==> src/rtl/pixel_scheduler.sv <==
// pixel_scheduler
// Frame sequencer feeding generate_ray. A start pulse launches a raster sweep
// (x fastest) over a PIXEL_W x PIXEL_H frame, one coordinate per accepted
// (stall=0) cycle. After the last pixel the ray pipeline is flushed for
// PIPE_LAT accepted cycles, then frame_done pulses and frame_count advances.
//
// Ports:
//   clk          rising-edge clock
//   rst          synchronous active-high reset
//   start        begin a frame (only honoured in IDLE)
//   abort        cancel the current frame, return to IDLE
//   stall        downstream stall; freezes all progress in SCAN/DRAIN
//   pixel_x/y    current coordinate (0 when not valid)
//   pixel_valid  coordinate carries a real pixel
//   busy         high in SCAN and DRAIN
//   frame_done   one-cycle pulse after the last drain step
//   frame_count  completed frames, wraps at 16 bits
//
// state | meaning
// IDLE  | waiting for start, outputs parked at 0
// SCAN  | presenting pixel coordinates in raster order
// DRAIN | flushing the downstream pipeline after the last pixel
module pixel_scheduler #(
  parameter int PIXEL_W  = 800,
  parameter int PIXEL_H  = 600,
  parameter int COORD_W  = 10,
  parameter int PIPE_LAT = 4
) (
  input  logic               clk,
  input  logic               rst,
  input  logic               start,
  input  logic               abort,
  input  logic               stall,
  output logic [COORD_W-1:0] pixel_x,
  output logic [COORD_W-1:0] pixel_y,
  output logic               pixel_valid,
  output logic               busy,
  output logic               frame_done,
  output logic [15:0]        frame_count
);

  localparam int CNT_W = (PIPE_LAT > 1) ? $clog2(PIPE_LAT) : 1;
  localparam logic [COORD_W-1:0] X_LAST   = COORD_W'(PIXEL_W - 1);
  localparam logic [COORD_W-1:0] Y_LAST   = COORD_W'(PIXEL_H - 1);
  localparam logic [CNT_W-1:0]   CNT_INIT = CNT_W'(PIPE_LAT - 1);

  typedef enum logic [1:0] {IDLE, SCAN, DRAIN} state_t;

  state_t             state, state_nx;
  logic [CNT_W-1:0]   drain_cnt, drain_cnt_nx;
  logic [COORD_W-1:0] x_nx, y_nx;
  logic               valid_nx, done_nx;
  logic [15:0]        count_nx;

  always_ff @(posedge clk) begin
    if (rst) begin
      state       <= IDLE;
      drain_cnt   <= '0;
      pixel_x     <= '0;
      pixel_y     <= '0;
      pixel_valid <= 1'b0;
      busy        <= 1'b0;
      frame_done  <= 1'b0;
      frame_count <= '0;
    end else begin
      state       <= state_nx;
      drain_cnt   <= drain_cnt_nx;
      pixel_x     <= x_nx;
      pixel_y     <= y_nx;
      pixel_valid <= valid_nx;
      // busy is registered from the next state so it stays a pure flop output
      busy        <= (state_nx != IDLE);
      frame_done  <= done_nx;
      frame_count <= count_nx;
    end
  end

  always_comb begin
    state_nx     = state;
    drain_cnt_nx = drain_cnt;
    x_nx         = pixel_x;
    y_nx         = pixel_y;
    valid_nx     = pixel_valid;
    done_nx      = 1'b0;
    count_nx     = frame_count;

    case (state)
      IDLE: begin
        x_nx     = '0;
        y_nx     = '0;
        valid_nx = 1'b0;
        if (start && !abort) begin
          state_nx = SCAN;
          valid_nx = 1'b1;
        end
      end

      SCAN: begin
        if (abort) begin
          state_nx = IDLE;
          x_nx     = '0;
          y_nx     = '0;
          valid_nx = 1'b0;
        end else if (!stall) begin
          if (pixel_x == X_LAST) begin
            x_nx = '0;
            if (pixel_y == Y_LAST) begin
              state_nx     = DRAIN;
              y_nx         = '0;
              valid_nx     = 1'b0;
              drain_cnt_nx = CNT_INIT;
            end else begin
              y_nx = pixel_y + 1'b1;
            end
          end else begin
            x_nx = pixel_x + 1'b1;
          end
        end
      end

      DRAIN: begin
        if (abort) begin
          state_nx = IDLE;
          x_nx     = '0;
          y_nx     = '0;
          valid_nx = 1'b0;
        end else if (!stall) begin
          // counter starts at PIPE_LAT-1, so the terminal step is the PIPE_LAT-th
          if (drain_cnt == '0) begin
            state_nx = IDLE;
            done_nx  = 1'b1;
            count_nx = frame_count + 1'b1;
          end else begin
            drain_cnt_nx = drain_cnt - 1'b1;
          end
        end
      end

      default: begin
        state_nx = IDLE;
        x_nx     = '0;
        y_nx     = '0;
        valid_nx = 1'b0;
      end
    endcase
  end

endmodule

==> config.mk <==
export PLATFORM = sky130hd
export DESIGN_NAME = pixel_scheduler
export DESIGN_NICKNAME = d
export VERILOG_FILES = /design/src/rtl/pixel_scheduler.sv
export SDC_FILE = /design/constraint.sdc
export NUM_CORES = 1
export LEC_CHECK = 0
export ABC_AREA = 0
export ABC_CLOCK_PERIOD_IN_PS = 1880
export CAP_MARGIN = 0
export CORE_AREA = 2 2 82 68
export CTS_CLUSTER_SIZE = 24
export DETAILED_ROUTE_END_ITERATION = 7
export DIE_AREA = 0 0 84 70
export MAX_ROUTING_LAYER = met4
export PLACE_DENSITY = 0.74
export SLEW_MARGIN = 30
export SYNTH_ARGS = -nofsm -noshare
export SYNTH_HDL_FRONTEND = slang
export SYNTH_SLANG_ARGS = --single-unit
export TNS_END_PERCENT = 100
==> constraint.sdc <==
create_clock -name clk -period 1.88 [get_ports clk]
set_clock_uncertainty 0.1 [all_clocks]
set_input_delay 0.188 -clock clk [delete_from_list [all_inputs] [get_ports clk]]
set_output_delay 0.188 -clock clk [all_outputs]
set_load 0.05 [all_outputs]
* After elaboration in Yosys (flattened, before gate mapping)
Index checks and enable logic that the tools add are counted.
** Storage, ports and cells
- Output and inout bits :: 39
- Logic and storage cells :: 77
- Input bits :: 5
- Register bits :: 43
** Cells by class
- Eq/ne operators :: 15
- Reduce and logical (&&, ||, !) cells :: 12
- Mux-type cells :: 35
- $add $sub $neg :: 4
- Bitwise operators :: 3
** Operators by type and width (count)
- 2-to-1 mux 10 bit :: 8
- one-hot mux 10 bit (2 select lines) :: 2
- 2-to-1 mux 2 bit :: 15
- adder 10 x 1 -> 10 bit, second input constant :: 2
- equality test 10 bit, second input constant :: 2
- adder 16 x 1 -> 16 bit, second input constant :: 1
- inequality test 2 bit, second input constant :: 8
- inequality test 3 bit, second input constant :: 3
- AND reduction 4 bit :: 2
- AND reduction 8 bit :: 1
- 2-to-1 mux 1 bit :: 7
- one-hot mux 2 bit (3 select lines) :: 1
- logical NOT 2 bit :: 2
- one-hot mux 2 bit (2 select lines) :: 1
- nonzero test 2 bit :: 2
- OR reduction 4 bit :: 1
- NOT 1 bit :: 3
- one-hot mux 1 bit (3 select lines) :: 1
- AND reduction 3 bit :: 1
- equality test 2 x 1 -> 1 bit, second input constant :: 1
- equality test 2 bit, second input constant :: 1
- AND reduction 2 bit :: 1
- subtractor 2 x 1 -> 2 bit, second input constant :: 1
- logical AND 1 bit :: 1
- logical NOT 1 bit :: 1

* Longest topological paths before layout
- Word-level depth :: 7
- Depth in mapped cells :: 8
- Gate-level depth less buffers :: 6

* Worst setup path before layout
Ideal clock, no wire load.
- Kind :: reg-to-reg
- Start :: register pixel_x[0]
- End :: register pixel_y[8]
- Stages on the path, launching flop included :: 7
- Data required time :: 1.685 ns
- Period minus slack after synthesis :: 2.342 ns
- Arrival :: 2.147 ns
- Path buffers :: 1
- Library setup time :: 0.095 ns
- Slack :: -0.462 ns
- Cell sequence :: dfxtp_1 > ha_1 > and4_1 > a31oi_1 > buf_2 > or4_1 > a221oi_1
** On the way
- Cells in the longest elaborated chain, start to end :: 3
** Ends and longest elaborated chain
- start, declared :: RTL line 34 : output logic [COORD_W-1:0] pixel_x,
- start signal, assigned :: RTL line 68 : pixel_x <= x_nx;
- equality test 10 bit :: RTL line 105 : if (pixel_x == X_LAST) begin
- inequality test 3 bit (no line)
- AND reduction 3 bit (no line)
- end signal, assigned :: RTL line 69 : pixel_y <= y_nx;
- end, declared :: RTL line 35 : output logic [COORD_W-1:0] pixel_y,
No other way between the ends.
A chain may end at the register's enable or synchronous reset.

* Worst setup path in the final report
- Start :: register drain_cnt[0]
- End :: register frame_count[13]
** On the way
- Cells in the longest elaborated chain, start to end :: 2
** Ends and longest elaborated chain
- start, declared :: RTL line 50 : logic [CNT_W-1:0] drain_cnt, drain_cnt_nx;
- start signal, assigned :: RTL line 67 : drain_cnt <= drain_cnt_nx;
- logical NOT 2 bit :: RTL line 129 : if (drain_cnt == '0) begin
- AND reduction 4 bit (no line)
- end signal, assigned :: RTL line 74 : frame_count <= count_nx;
- end, declared :: RTL line 39 : output logic [15:0] frame_count
No other way between the ends.

==> impl_results.md <==
- Reg2reg end: frame_count[13]
- Hold_buf cts: 0
- Number of flops mapped to enable cells by yosys: 0
- Final ANT Viol Nets: 0
- Final hold violations: 0
- Tcrit/Tclk final: 0.993
- Commonest non-fill, non-tap cell in the layout: buf_4
- Routed wire length: 6510 µm
- Avg WL per Cell: 16.5 µm
- Hold Crit Class: in2reg
- Die ar.: 5880 µm²
- Most frequent cells in the layout: buf_4, clkdlybuf4s50_1, nor2_1
- Clock Latency Late Sink: 0.30 ns
- Data required, critical path: 2.02 ns
- Total gr overflow: 0
- Worst Reg2Reg Path Length in Cells: 6
- LEAKAGE: 1.20 nW
- Synthesized area per cell: 8.89 µm²
- DRT iter0 DRCs: 207
- Detailed-route DRC error count: 0
- Ys flop type: dfxtp_1
- Yosys warnings: 0
- Cell Area, Placed: 3050 µm²
- Slew @ Worst Pin: 0.590 ns
- Post-route design area: 3370 µm²
- Die W: 84 µm
- Unique masters post-synth: 51
- Hold Slack: 0.292 ns
- Startpoint types: flop
- CTS tree: built
- Net Count, Synth: 261
- Post-Syn Area: 2240 µm²
- First-pass GRT wire length: 10600 µm
- Max Slew Vio Count: 0
- Crit path launch: drain_cnt[0]
- Post-Route Utilization: 0.649
- Layout cell share with drive strength beyond 1: 0.361
- Detail Placement HPWL: 4080 µm
- Final Setup Violations: 0
- Ant. Diodes: 0
- RePlAce Congestion: 0.829
- Vias per cell: 5.96
- Crit Path Max Fanout: 5
- Max cap viols: 0
- Worst R2R Start: drain_cnt[0]
- Crit path DAT: 2.00 ns
- TritonCTS Sinks: 43
- CTS buffer count: 5
- Seq/Total Area, Yosys: 0.384
- Worst Setup Path Type: reg2reg
- Top-area cell type share of the netlist area: 0.384
- # IOs: 44
- Drt first pass iters: 4
- CORE AREA: 5190 µm²
- Fin nets: 338
- Via count: 2353
- Area growth from synthesis to layout: 50.5%
- Post-synth top area cell: dfxtp_1
- Setup TNS: 0 ns
- Standard-cell rows: 24
- Initial antenna violation count: 0
- CTS Buffer Depth: 2
- Setup crit end: frame_count[13]
- Pin count of the biggest net entering global routing: 23
- Asr flop ratio synth: 0
- Root Driver: clkbuf_8
- Total power: 1.67 mW
- Power Dens Cells: 497 nW/µm²
- Final min period: 1.87 ns
- Status: finished clean
- All-Layer GR Usage: 0.225
- Initial core utilization: 0.431
- Port Buffers: 43
- Top post-synthesis cells by area: dfxtp_1, or4_1, o31ai_1
- Crit. End Element: flop
- Fmax: 0.536 GHz
- Reg clk slew, reported paths: 0.08 ns
- Yosys reg bits: 43
- H-Tree Depth: 2
- Worst reg2reg setup slack: 0.01 ns
- Worst VDD drop: 0.354 mV
- Post-synthesis cell count: 252
- Vias in the first global route: 2181
- Die Ht: 70 µm
- Slew margin rel.: 0.607
- RSZ-0062 raised after global routing: yes
## worst max-delay path: stages (launching register included)
cell and delay (ns):
dfxtp_1 0.33, inv_2 0.07, ha_4 0.15, nand4bb_4 0.12, or3_4 0.39, or4_4 0.53
a21oi_2 0.12
## timing repair
| item | 4_1_cts | 5_1_grt |
|---|---|---|
| gates resized for setup | 11 | 34 |
| endpoints found under the setup margin | 27 | 36 |
| setup buffers | 3 | 1 |
| pin swaps | 5 | 8 |
| endpoints found under the hold margin | 0 | 0 |
| cloned | 1 | 3 |
## power by group
| group | leakage (nW) | internal, mW | total, mW | switching [mW] |
|---|---|---|---|---|
| logic | 0.787 | 0.0488 | 0.116 | 0.0676 |
| clock network | 0.0515 | 0.336 | 0.653 | 0.317 |
| registers | 0.363 | 0.902 | 0.905 | 0.00367 |
## layout make-up
cell class / instances / area (µm²)
Fill cell: 430 / 1820
Multi-Input combinational cell: 189 / 1480
Tap cell: 65 / 81.3
Inverter: 6 / 22.5
Sequential cell: 43 / 917
Clock buffer: 8 / 100
Timing Repair Buffer: 84 / 774
## state kept, by name, summed over array words and instances (netlist names)
register and cells:
state 2, busy 1, frame_done 1, frame_count 16, pixel_y 10, pixel_valid 1, pixel_x 10, drain_cnt 2
## cells by family after synthesis
| kind of cell | share of synthesized area |
|---|---|
| DFF | 0.384 |
| muxes | 0.00894 |
| adders and majority gates | 0.0223 |
| xor gates and xnor gates | 0.0391 |
| buffers and inverters | 0.0486 |
| AOI/OAI and AO/OA | 0.201 |
| and+or+nand+nor | 0.296 |
## metal layers
layer | wire length (µm) | share of wire | track usage
met4 | 123 | 0.019 | 0.0735
met1 | 3040 | 0.47 | 0.299
met5 | 0 | 0 | -
met2 | 3020 | 0.46 | 0.352
met3 | 327 | 0.050 | 0.0390
## synth_stat cells (all sizes together), types with 4 or more instances
cell	count
nor4	4
a21oi	17
o21ai	13
nand3	8
clkbuf	8
dfxtp	43
inv	6
buf	8
nand2	11
and4	4
or4	15
a221oi	10
xor2	4
ha	4
o31ai	13
nand4	6
xnor2	6
or3	9
nor2	19
## metrics by stage
| stage | setup WS [ns] | cells |
|---|---|---|
| finish | 0.0133 | 395 |
| CTS | -0.00216 | 391 |
| floorplan | -0.0841 | 252 |
| detailed placement | -0.392 | 379 |
| global placement | -0.378 | 379 |
| global route | -0.0488 | 395 |
## worst min-delay path by stage
stage	startpoint	to	slack, ns	cells after the start
after floorplan	stall	drain_cnt[1]	0.28	3
after global placement	frame_count[15]	frame_count[15]	0.37	2
after detailed placement	frame_count[15]	frame_count[15]	0.37	2
after CTS	stall	drain_cnt[1]	0.28	4
after global routing	stall	drain_cnt[1]	0.32	4
final	stall	drain_cnt[1]	0.29	4
(Power assumes the default switching activity.)
